`src/rtl/boundflasher_ctrl_pkg.sv`:
```
// Shared definitions for the bound flasher sequencer.
// Holds the sequencer state encoding, the lamp patterns that mark the
// direction-change and kick-back points, and the two one-lamp step helpers.
package boundflasher_ctrl_pkg;

    // The encoding is fixed so that hierarchical debug reads of 'state' are stable
    typedef enum logic [2:0] {
        IDLE = 3'd0,
        UP15 = 3'd1,
        DN5  = 3'd2,
        UP10 = 3'd3,
        DN0  = 3'd4,
        UP5  = 3'd5,
        DN0B = 3'd6,
        KB0  = 3'd7
    } state_t;

    localparam logic [15:0] ALL_ON  = 16'hFFFF;
    localparam logic [15:0] B5_OFF  = 16'h001F;
    localparam logic [15:0] B5_ON   = 16'h003F;
    localparam logic [15:0] B10_ON  = 16'h07FF;
    localparam logic [15:0] ALL_OFF = 16'h0000;
    localparam logic [15:0] FIRST   = 16'h0001;

    // Lights one more lamp at the top of the contiguous run
    function automatic logic [15:0] step_on(input logic [15:0] lamps);
        return {lamps[14:0], 1'b1};
    endfunction

    // Turns off the highest lit lamp of the contiguous run
    function automatic logic [15:0] step_off(input logic [15:0] lamps);
        return {1'b0, lamps[15:1]};
    endfunction

endpackage

```
`src/rtl/boundflasher_ctrl_if.sv`:
```
// Lamp-bank bus of the bound flasher.
// flick : one-cycle start / kick-back request toward the sequencer
// led   : 16 lamp outputs from the sequencer, lit lamps contiguous from bit 0
// The master side drives requests and watches the lamps; the slave is the sequencer.
interface boundflasher_ctrl_if;
    logic        flick;
    logic [15:0] led;

    modport master (output flick, input led);
    modport slave  (input flick, output led);
endinterface

```
`src/rtl/boundflasher_ctrl.sv`:
```
// Bound flasher sequencer: a single flick starts a light run that bounces
// between lamp bounds 15, 5, 10, 0, 5, 0 and then goes idle. A flick at
// lamp 5 or lamp 10 on the first climb, or at lamp 10 on the second climb,
// kicks the run back down.
// Ports:
//   clk  - rising-edge clock
//   rst  - synchronous active-high reset
//   bus  - slave side of boundflasher_ctrl_if (flick in, led out)
module boundflasher_ctrl
    import boundflasher_ctrl_pkg::*;
(
    input  logic                      clk,
    input  logic                      rst,
    boundflasher_ctrl_if.slave        bus
);

    state_t      state;
    logic [15:0] led;

    assign bus.led = led;

    // Each edge either steps the lamp run in the current direction or, when
    // the run has reached the state's bound, switches state and immediately
    // applies the new direction's step so no cycle is spent sitting at a bound.
    always_ff @(posedge clk) begin
        if (rst) begin
            state <= IDLE;
            led   <= ALL_OFF;
        end else begin
            case (state)
                IDLE: begin
                    if (bus.flick) begin
                        state <= UP15;
                        led   <= FIRST;
                    end
                end
                UP15: begin
                    if (bus.flick && (led == B5_ON || led == B10_ON)) begin
                        state <= KB0;
                        led   <= step_off(led);
                    end else if (led == ALL_ON) begin
                        state <= DN5;
                        led   <= step_off(led);
                    end else begin
                        led   <= step_on(led);
                    end
                end
                DN5: begin
                    if (led == B5_OFF) begin
                        state <= UP10;
                        led   <= step_on(led);
                    end else begin
                        led   <= step_off(led);
                    end
                end
                UP10: begin
                    // Both branches at lamp 10 step down; the kick-back only
                    // changes which bound the run heads for next.
                    if (led == B10_ON) begin
                        state <= bus.flick ? DN5 : DN0;
                        led   <= step_off(led);
                    end else begin
                        led   <= step_on(led);
                    end
                end
                DN0: begin
                    if (led == ALL_OFF) begin
                        state <= UP5;
                        led   <= step_on(led);
                    end else begin
                        led   <= step_off(led);
                    end
                end
                UP5: begin
                    if (led == B5_ON) begin
                        state <= DN0B;
                        led   <= step_off(led);
                    end else begin
                        led   <= step_on(led);
                    end
                end
                DN0B: begin
                    if (led == ALL_OFF) begin
                        state <= IDLE;
                    end else begin
                        led   <= step_off(led);
                    end
                end
                KB0: begin
                    if (led == ALL_OFF) begin
                        state <= UP15;
                        led   <= FIRST;
                    end else begin
                        led   <= step_off(led);
                    end
                end
                default: begin
                    state <= IDLE;
                    led   <= ALL_OFF;
                end
            endcase
        end
    end

endmodule

```
`src/flat_wrapper.sv`:
```
// flat-port wrapper written by rule: the top's interface ports become plain ports
module boundflasher_ctrl_flat import boundflasher_ctrl_pkg::*;
  (clk, rst, bus_flick, bus_led);
  boundflasher_ctrl_if bus_i ();
  input  logic clk;
  input  logic rst;
  input wire logic [$bits(bus_i.flick)-1:0] bus_flick;
  output wire logic [$bits(bus_i.led)-1:0] bus_led;
  assign bus_i.flick = bus_flick;
  assign bus_led = bus_i.led;
  boundflasher_ctrl u_core (.clk(clk), .rst(rst), .bus(bus_i));
endmodule
```
`config.mk`:
```
export PLATFORM = sky130hd
export DESIGN_NAME = boundflasher_ctrl_flat
export DESIGN_NICKNAME = d
export VERILOG_FILES = /design/src/rtl/boundflasher_ctrl_pkg.sv /design/src/rtl/boundflasher_ctrl_if.sv /design/src/rtl/boundflasher_ctrl.sv /design/src/flat_wrapper.sv
export SDC_FILE = /design/constraint.sdc
export NUM_CORES = 1
export LEC_CHECK = 0
export CORE_ASPECT_RATIO = 2
export CORE_MARGIN = 2
export CORE_UTILIZATION = 45
export CTS_CLUSTER_DIAMETER = 80
export DETAILED_ROUTE_END_ITERATION = 8
export PLACE_DENSITY = 0.7
export SLEW_MARGIN = 20
export SYNTH_ARGS = -nofsm -noshare
export SYNTH_HDL_FRONTEND = slang
export SYNTH_SLANG_ARGS = --single-unit
export TNS_END_PERCENT = 1
```
`constraint.sdc`:
```
create_clock -name clk -period 3.55 [get_ports clk]
set_input_delay 0.355 -clock clk [delete_from_list [all_inputs] [get_ports clk]]
set_output_delay 0.355 -clock clk [all_outputs]
set_load 0.05 [all_outputs]
```
==> results of run 1 <==
## layout make-up
cell class / instances / share of cell area (%)
tap: 29 / 2.43
multi-input combinational: 119 / 54.7
timing repair buffer: 21 / 13.6
clock buffer: 4 / 3.02
sequential: 19 / 25.5
inverter: 3 / 0.754
## kinds of logic after synthesis
kind of cell	Yosys count
compound gates	53
buf+inv	13
simple gates	65
xor+xnor	1
flops	19
## flip-flops by register name, summed over array words and instances (netlist names)
| signal | flops |
|---|---|
| u_core.bus.led | 16 |
| u_core.state | 3 |
## layer usage
metal	vias to the layer above	wire length, um	track usage (%)
li1	628	-	-
met1	630	1370	23.4
met2	45	2020	42.3
met3	16	164	2.49
met4	0	241	17.7
met5	-	0	0
## worst paths after layout
check | startpoint | to | slack [ps] | depth (start not counted)
worst min register to register | u_core.bus.led[0]$_SDFFE_PP0P_ | u_core.bus.led[0]$_SDFFE_PP0P_ | 560 | 2
worst max-delay path | u_core.bus.led[11]$_SDFFE_PP0P_ | u_core.bus.led[4]$_SDFFE_PP0P_ | 670 | 6
worst min-delay path | u_core.bus.led[0]$_SDFFE_PP0P_ | u_core.bus.led[0]$_SDFFE_PP0P_ | 560 | 2
worst max register to register | u_core.bus.led[11]$_SDFFE_PP0P_ | u_core.bus.led[4]$_SDFFE_PP0P_ | 670 | 6
## power by group through the flow
stage,clock network [uW],registers [uW],logic [uW]
floorplan,0,304,472
global placement,0,310,535
detailed placement,0,311,548
CTS,157,306,550
global route,165,316,601
finish,156,308,550
## Yosys cell counts (2+ instances only)
master / n
sky130_fd_sc_hd__clkbuf_8: 4
sky130_fd_sc_hd__nor2_1: 9
sky130_fd_sc_hd__a211oi_1: 2
sky130_fd_sc_hd__nand4_1: 2
sky130_fd_sc_hd__or3_1: 2
sky130_fd_sc_hd__or4_4: 2
sky130_fd_sc_hd__nand3_1: 3
sky130_fd_sc_hd__nor4_1: 3
sky130_fd_sc_hd__or4_1: 3
sky130_fd_sc_hd__dfxtp_1: 19
sky130_fd_sc_hd__clkbuf_1: 4
sky130_fd_sc_hd__o31ai_1: 3
sky130_fd_sc_hd__a31oi_1: 2
sky130_fd_sc_hd__a221o_1: 10
sky130_fd_sc_hd__o21ai_0: 8
sky130_fd_sc_hd__nor2b_1: 2
sky130_fd_sc_hd__a22oi_1: 6
sky130_fd_sc_hd__and2b_2: 2
sky130_fd_sc_hd__nor3_1: 5
sky130_fd_sc_hd__and3_1: 11
sky130_fd_sc_hd__or2_2: 3
sky130_fd_sc_hd__a21oi_1: 7
sky130_fd_sc_hd__o21a_1: 3
sky130_fd_sc_hd__nand2_1: 10
sky130_fd_sc_hd__inv_1: 3
## cells in the final DEF (no fill, tap or decap), types with 3 or more instances in the layout
master and instances:
sky130_fd_sc_hd__nor2_1 9, sky130_fd_sc_hd__or2_2 3, sky130_fd_sc_hd__a21oi_1 7, sky130_fd_sc_hd__a221o_1 10, sky130_fd_sc_hd__and3_1 11, sky130_fd_sc_hd__clkdlybuf4s50_1 18, sky130_fd_sc_hd__nor3_1 5, sky130_fd_sc_hd__or4_1 3
sky130_fd_sc_hd__o31ai_1 3, sky130_fd_sc_hd__o21a_1 3, sky130_fd_sc_hd__o21ai_0 8, sky130_fd_sc_hd__nand2_1 10, sky130_fd_sc_hd__nand3_1 3, sky130_fd_sc_hd__a22oi_1 6, sky130_fd_sc_hd__clkbuf_8 3, sky130_fd_sc_hd__nor4_1 3
sky130_fd_sc_hd__inv_1 3, sky130_fd_sc_hd__buf_4 3, sky130_fd_sc_hd__dfxtp_1 19
## stage by stage
step / worst slack [ps] / instances
6_report: 671 / 195
5_1_grt: 496 / 195
4_1_cts: 680 / 195
3_5_place_dp: 691 / 191
3_3_place_gp: 760 / 191
2_1_floorplan: 696 / 151
## worst reg2reg max path: stages, from the launching register on
cell and delay, ps:
sky130_fd_sc_hd__dfxtp_1 360, sky130_fd_sc_hd__or4_4 540, sky130_fd_sc_hd__or4_4 580, sky130_fd_sc_hd__a311oi_4 340, sky130_fd_sc_hd__o211ai_2 210, sky130_fd_sc_hd__o21a_1 360, sky130_fd_sc_hd__a221o_2 380
==> impl_metrics.tcl, run 1 <==
set metrics [dict create \
    run_status "complete, no violations" \
    total_drc_errors_in_the_routed_layout 0 \
    clock_tree.root_cell "sky130_fd_sc_hd__clkbuf_8" \
    finish.utilization_pct 54.5 \
    numPortBuffers 18 \
    tightestPinTransition_ps 817 \
    achievable-frequency_ghz 0.347 \
    critPathRequiredTime_ps 3700 \
    totalPowerFinal_uw 1010 \
    muxShareOfSynthArea_pct 0 \
    synth_simple_gate_area_share_pct 29.8 \
    power_density_nw_per_um2 679 \
    power.share.combinational_pct 54.3 \
    timing.slew.headroom_pct 44.1 \
    dp_hpwl_um 2890 \
    floorplan.core_area_um2 2740 \
    dr.pass1.iters 4 \
    vias_in_the_first_global_route 1244 \
    complex_gate_fraction_of_the_synthesized_area_pct 32.7 \
    final-setup-viol-count 0 \
    synth_top_family_by_area "compound AO/OA/AOI/OAI gates" \
    tns_ps 0 \
    cts.sinks 19 \
    top_level_ports 19 \
    global_route.overflow_total 0 \
    track_usage_pct 23.3 \
    postCtsResizedCells 0 \
    post_synth_fa_ha_maj_area_fraction_pct 0 \
    detailed_place.area_um2 1450 \
    tritoncts "built" \
    timing.critical_path.fanout_max 11 \
    post_route_cells_drive_above_1_share_pct 12.0 \
    peakVddDrop_mv 0.352 \
    slew_viol_final 0 \
    synth-xor-area-share_pct 0.676 \
    pin_count_of_the_biggest_net_entering_global_routing 23 \
    post_drt_wl_per_cell_um 19.4 \
    cts_setup_buffers 0 \
    timing.hold.worst.class "reg2reg" \
    average_cell_area_after_synthesis_um2 8.58 \
    switching_power_uw 487 \
    syn_nets 154 \
    part_of_the_power_in_registers_pct 30.4 \
    clkLatencyLatePin_ps 260 \
    postCtsHoldBufs 0 \
    worst_hold_slack_ps 562 \
    rows 27 \
    netlist_top_cells_area "sky130_fd_sc_hd__dfxtp_1 29%, sky130_fd_sc_hd__a221o_1 7.7%, sky130_fd_sc_hd__and3_1 5.3%" \
    power.share.switching_pct 48.0 \
    cts-buffers-inserted 3 \
    post_drt_via_cell_ratio 6.76 \
    power.internal_uw 527 \
    yosys_most_used_dff "sky130_fd_sc_hd__dfxtp_1" \
    max-cap-violations 0 \
    worst_clock_skew_ps 3.36 \
    grt_setup_unrepaired "no" \
    synth_top_area_share_pct 29.4 \
    critPathTopFamily "compound AO/OA/AOI/OAI gates" \
    first_pass_grt_wire_length_um 5910 \
    multi_input_comb_area_um2 817 \
    gp_routability_congestion 0.968 \
    critical_path_arrival_ps 3030 \
    die_h_um 79.9 \
    start_kind "flop" \
    ff_latch_count_synth 19 \
    vias 1319 \
    start_util_pct 47.3 \
    timing.final.crit_period_ps 2880 \
    clock_tree.buffer_depth 2 \
    antenna_found_initial 0 \
    synth_cells 151 \
    timing.critical_path.slowest_cell_delay_ps 580 \
    crit_slowest_cell "sky130_fd_sc_hd__or4_4" \
    path_cells "or4_4 > or4_4 > a311oi_4 > o211ai_2 > o21a_1 > a221o_2" \
    cts_max_level 1 \
    final_hold_viol_count 0 \
    clk_transition_reported_paths_ps 80 \
    seqCellArea_um2 380 \
    asyncSetResetFlopFracSynth_pct 0 \
    design.final.nets 170 \
    dieArea_um2 3350 \
    crit_path_frequent_cell "sky130_fd_sc_hd__or4_4" \
    wl_um 3790 \
    final_cell_area_um2 1490 \
    critical_path_class "reg2reg" \
    ant_nets 0 \
    worstPathBufferInverterCount 0 \
    power_frac_clock_pct 15.4 \
    total_leakage_power_uw 0.000568 \
    first_iter_violations 78 \
    layout.filler_cells 244 \
    synth-edff-count 0 \
    fin_crit_sh_pct 81.1 \
    n_antenna_cell 0 \
    yosysUniqueCellTypes 48 \
    yosysWarnings 0 \
    area_delta_synth_final_pct 15.3 \
    post-synth-top-area-cell "sky130_fd_sc_hd__dfxtp_1" \
    yosysSeqAreaShare_pct 29.4 \
    die_w_um 41.9 \
    post_synth_instance_area_um2 1290 \
    end_kind "flop" \
]
Note: power is estimated with default switching activity, not from simulation.
==> run 2: changes to the inputs <==
- clock period: 3.55 -> 2.9 ns (I/O delays scaled with it)
==> run 2 against run 1 <==
Effect of this change: clock skew up 4.0 ps; via count up 2.9%; sequential share of layout area down 1.3 points; wire length up 1.7%; cell count up 5.1%; global-route usage up 0.43 points; register-to-register slack worse by 590 ps; hold slack worse by 4.5 ps; clock-buffer cell count unchanged; combinational power up 36%; critical path depth unchanged; first-iteration DRC count down 12%; critical path type unchanged.
==> impl_metrics.tcl, run 2 (same netlist as run 1, synthesis figures left out) <==
set metrics [dict create \
    critical_path_class "reg2reg" \
    dieArea_um2 3350 \
    critical_path_arrival_ps 2970 \
    die_w_um 41.9 \
    achievable-frequency_ghz 0.355 \
    final-setup-viol-count 0 \
    biggestRegsByFlops "u_core.bus.led: 16 flops, u_core.state: 3 flops" \
    first_iter_violations 69 \
    layout.filler_cells 246 \
    clkLatencyLatePin_ps 270 \
    numPortBuffers 18 \
    final_hold_viol_count 0 \
    grt_setup_unrepaired "no" \
    finish.cell_count_without_fillers 205 \
    tritoncts "built" \
    clock_tree.buffer_depth 2 \
    end_kind "flop" \
    largest_reg_flops 16 \
    total_leakage_power_uw 0.000621 \
    clk_transition_reported_paths_ps 80 \
    post_drt_wl_per_cell_um 18.8 \
    detailed_place.area_um2 1520 \
    start_util_pct 47.3 \
    n_antenna_cell 0 \
    gp_routability_congestion 0.998 \
    clock_tree.root_cell "sky130_fd_sc_hd__clkbuf_8" \
    post_drt_via_cell_ratio 6.62 \
    dp_hpwl_um 2920 \
    cts-buffers-inserted 3 \
    vias_in_the_first_global_route 1313 \
    final_cell_area_um2 1570 \
    rows 27 \
    cts.sinks 19 \
    peakVddDrop_mv 0.580 \
    largest_register "u_core.bus.led" \
    total_drc_errors_in_the_routed_layout 0 \
    tightestPinTransition_ps 750 \
    dr.pass1.iters 4 \
    timing.critical_path.fanout_max 11 \
    most_frequent_standard_cell_in_the_layout_excluding_fill_and_tap_cells "sky130_fd_sc_hd__dfxtp_1" \
    wl_um 3860 \
    postCtsHoldBufs 0 \
    global_route.overflow_total 0 \
    tns_ps 0 \
    cts_max_level 1 \
    start_kind "flop" \
    first_pass_grt_wire_length_um 6150 \
    area_delta_synth_final_pct 21.4 \
    fin_crit_sh_pct 97.1 \
    top_level_ports 19 \
    ant_nets 0 \
    track_usage_pct 23.8 \
    antenna_found_initial 0 \
    post_route_cells_drive_above_1_share_pct 18.2 \
    timing.hold.worst.class "reg2reg" \
    max-cap-violations 0 \
    die_h_um 79.9 \
    pin_count_of_the_biggest_net_entering_global_routing 16 \
    mostFrequentLayoutCells "19 x sky130_fd_sc_hd__dfxtp_1, 18 x sky130_fd_sc_hd__clkdlybuf4s50_1, 13 x sky130_fd_sc_hd__buf_4" \
    cts_setup_buffers 0 \
    timing.slew.headroom_pct 49.5 \
    floorplan.core_area_um2 2740 \
    run_status "complete, no violations" \
    worst_clock_skew_ps 7.37 \
    design.final.nets 180 \
    placedCellCount 201 \
    slew_viol_final 0 \
    vias 1357 \
    power_density_nw_per_um2 831 \
    critPathRequiredTime_ps 3050 \
    timing.final.crit_period_ps 2820 \
]
==> run 2: path summary, 6_finish.rpt <==
check / from / end / slack (ps) / cells after the start
worst min register to register: u_core.bus.led[15]$_SDFFE_PP0P_ / u_core.bus.led[15]$_SDFFE_PP0P_ / 560 / 1
worst max register to register: u_core.bus.led[11]$_SDFFE_PP0P_ / u_core.bus.led[4]$_SDFFE_PP0P_ / 80 / 6
worst max-delay path: u_core.bus.led[11]$_SDFFE_PP0P_ / u_core.bus.led[4]$_SDFFE_PP0P_ / 80 / 6
worst min-delay path: u_core.bus.led[15]$_SDFFE_PP0P_ / u_core.bus.led[15]$_SDFFE_PP0P_ / 560 / 1
==> run 2: worst max-delay path, cell delays in order (launching register included) <==
cell	delay, ps
sky130_fd_sc_hd__dfxtp_1	370
sky130_fd_sc_hd__or4_4	540
sky130_fd_sc_hd__or4_4	580
sky130_fd_sc_hd__a311oi_4	330
sky130_fd_sc_hd__o211ai_2	210
sky130_fd_sc_hd__o21a_2	330
sky130_fd_sc_hd__a221o_2	340
==> run 2: where the power goes <==
group,switching [uW],internal [uW],total (uW),leakage (uW)
Sequential,70.9,295,366,0.000154
Clock,96.9,98.0,195,0.0000228
Combinational,455,291,746,0.000445
Total,622,685,1310,0.000621
==> run 2: layer usage <==
layer / GRT usage (%) / vias to the layer above / wire, um
li1: - / 653 / -
met1: 24.4 / 629 / 1460
met2: 42.5 / 54 / 1960
met3: 3.62 / 21 / 170
met4: 16.5 / 0 / 265
met5: 0 / - / 0
==> run 2: layout make-up <==
| class | count | area, um^2 | area share [%] |
|---|---|---|---|
| Inverter | 3 | 11.3 | 0.716 |
| Tap cell | 29 | 36.3 | 2.31 |
| Multi-Input combinational cell | 119 | 822 | 52.3 |
| Clock buffer | 4 | 45.0 | 2.86 |
| Timing Repair Buffer | 31 | 278 | 17.7 |
| Sequential cell | 19 | 380 | 24.2 |
==> run 2: repair_timing <==
action                                 4_1_cts  5_1_grt
gates resized for setup                      0        2
setup endpoints to repair                    0       11
endpoints found under the hold margin        0        0
==> run 2: metrics by stage <==
stage                     hold slack (ps)  power, uW  setup WS, ps  utilization (%)
after floorplan                       555        951          46.5                -
after global placement                524       1080           129             55.6
after detailed placement              545       1100          61.9             55.6
after CTS                             557       1280          15.3             57.3
after global routing                  594       1390          11.0             57.5
final                                 558       1310          83.9             57.5
==> run 3: changes to the inputs <==
- ABC_CLOCK_PERIOD_IN_PS: default -> 3000
- clock period: 2.9 -> 3 ns (I/O delays scaled with it)
==> run 3 against run 2 <==
Effect of this change: worst setup slack improved by 44 ps; largest cell class unchanged; power decreased by 5.5%; combinational power is 5.6% lower; sequential power decreased by 3%; clock-buffer cell count unchanged; highest routed layer unchanged; clock power is 9% lower; hold slack got worse by 3.2 ps; final area is 2.7% lower; global-route usage fell by 0.52 points; maximum frequency decreased by 2.0%; critical path type unchanged; non-clock buffer count is 5 lower; via count down 0.66%.
==> impl_metrics.tcl, run 3 (same netlist as run 1, synthesis figures left out) <==
set metrics [dict create \
    achievable-frequency_ghz 0.348 \
    track_usage_pct 23.2 \
    timing.critical_path.fanout_max 11 \
    clock_tree.buffer_depth 2 \
    dp_hpwl_um 2870 \
    cp_num_cells 6 \
    layout.filler_cells 254 \
    critPathTopFamily "compound AO/OA/AOI/OAI gates" \
    max-cap-violations 0 \
    mostFrequentLayoutCells "19 x sky130_fd_sc_hd__dfxtp_1, 18 x sky130_fd_sc_hd__clkdlybuf4s50_1, 11 x sky130_fd_sc_hd__and3_1" \
    post_route_cells_drive_above_1_share_pct 14.6 \
    tritoncts "built" \
    crit_path_frequent_cell "sky130_fd_sc_hd__or4_4" \
    critical_path_arrival_ps 3010 \
    global_route.overflow_total 0 \
    rows 27 \
    area_delta_synth_final_pct 18.2 \
    worst_r2r_path_depth 6 \
    numPortBuffers 18 \
    path_cells "or4_4 > or4_4 > a311oi_4 > o211ai_2 > o21a_1 > a221o_2" \
    dieArea_um2 3350 \
    cts_max_level 1 \
    fin_crit_sh_pct 95.7 \
    crit_slowest_cell "sky130_fd_sc_hd__or4_4" \
    largest_reg_flops 16 \
    dr.pass1.iters 4 \
    worstPathBufferInverterCount 0 \
    vias 1348 \
    largest_register "u_core.bus.led" \
    timing.hold.worst.class "reg2reg" \
    wl_um 3790 \
    post_drt_wl_per_cell_um 18.9 \
    worst_clock_skew_ps 5.56 \
    cts_setup_buffers 0 \
    final_hold_viol_count 0 \
    total_leakage_power_uw 0.000593 \
    ant_nets 0 \
    floorplan.core_area_um2 2740 \
    final-setup-viol-count 0 \
    post_drt_via_cell_ratio 6.74 \
    critPathRequiredTime_ps 3140 \
    first_pass_grt_wire_length_um 5950 \
    placedCellCount 196 \
    clkLatencyLatePin_ps 260 \
    clock_tree.root_cell "sky130_fd_sc_hd__clkbuf_8" \
    n_antenna_cell 0 \
    first_iter_violations 77 \
    antenna_found_initial 0 \
    timing.slew.headroom_pct 45.0 \
    biggestRegsByFlops "u_core.bus.led: 16 flops, u_core.state: 3 flops" \
    grt_setup_unrepaired "no" \
    slew_viol_final 0 \
    peakVddDrop_mv 0.520 \
    postCtsResizedCells 0 \
    cts-buffers-inserted 3 \
    pin_count_of_the_biggest_net_entering_global_routing 16 \
    timing.final.crit_period_ps 2870 \
    postCtsHoldBufs 0 \
    critical_path_class "reg2reg" \
    die_w_um 41.9 \
    vias_in_the_first_global_route 1225 \
    most_frequent_standard_cell_in_the_layout_excluding_fill_and_tap_cells "sky130_fd_sc_hd__dfxtp_1" \
    end_kind "flop" \
    run_status "complete, no violations" \
    total_drc_errors_in_the_routed_layout 0 \
    timing.critical_path.slowest_cell_delay_ps 580 \
    design.final.nets 175 \
    timing.hold.worst_path_depth 2 \
    start_kind "flop" \
    clk_transition_reported_paths_ps 70 \
    die_h_um 79.9 \
    finish.cell_count_without_fillers 200 \
    tns_ps 0 \
    tightestPinTransition_ps 817 \
    top_level_ports 19 \
    gp_routability_congestion 1.09 \
    start_util_pct 47.3 \
    power_density_nw_per_um2 807 \
    cts.sinks 19 \
]
==> run 3: cell count changes in the layout (fill, tap and decap cells not counted), sizes merged <==
| cell | delta |
|---|---|
| buf | -5 |
==> run 3: layer usage <==
| metal | share of wire, % | GRT usage [%] | wire [um] | vias up |
|---|---|---|---|---|
| li1 | - | - | - | 642 |
| met1 | 37 | 24.5 | 1400 | 628 |
| met2 | 51 | 40.5 | 1950 | 58 |
| met3 | 4.0 | 2.49 | 152 | 20 |
| met4 | 7.6 | 18.4 | 286 | 0 |
| met5 | 0 | 0 | 0 | - |
==> run 3: final timing paths <==
path	startpoint	end	slack (ps)
max	u_core.bus.led[15]$_SDFFE_PP0P_	u_core.bus.led[4]$_SDFFE_PP0P_	130
min	u_core.bus.led[13]$_SDFFE_PP0P_	u_core.bus.led[14]$_SDFFE_PP0P_	550
max reg2reg	u_core.bus.led[15]$_SDFFE_PP0P_	u_core.bus.led[4]$_SDFFE_PP0P_	130
min reg2reg	u_core.bus.led[13]$_SDFFE_PP0P_	u_core.bus.led[14]$_SDFFE_PP0P_	550
==> run 3: worst register-to-register path: cells and delay by family (launching register included) <==
kind,cells,cell delay [ps]
AOI/OAI and AO/OA,4,1260
and+or+nand+nor,2,1140
DFF,1,360
==> run 3: power by group <==
group	switching (uW)	total (uW)	internal (uW)	leakage [uW]
registers	69.0	355	286	0.000154
logic	435	704	269	0.000416
clock network	82.1	177	94.4	0.0000228
total	587	1240	649	0.000593
==> run 3: layout make-up <==
type / instances / area [um^2] / area share (%)
multi-input combinational: 119 / 817 / 53.4
sequential: 19 / 380 / 24.9
timing repair buffer: 26 / 240 / 15.7
clock buffer: 4 / 45.0 / 2.94
tap: 29 / 36.3 / 2.37
inverter: 3 / 11.3 / 0.736
==> run 3: stage by stage <==
step                      utilization, %  cell area, um^2  hold WS (ps)  total power [uW]  setup WS [ps]
after floorplan                        -             1290           555               919            146
after global placement              54.3             1490           528              1030            202
after detailed placement            54.3             1490           545              1050            176
after CTS                           55.9             1530           556              1230            157
after global routing                55.9             1530           571              1320           7.44
final                               55.9             1530           555              1240            128
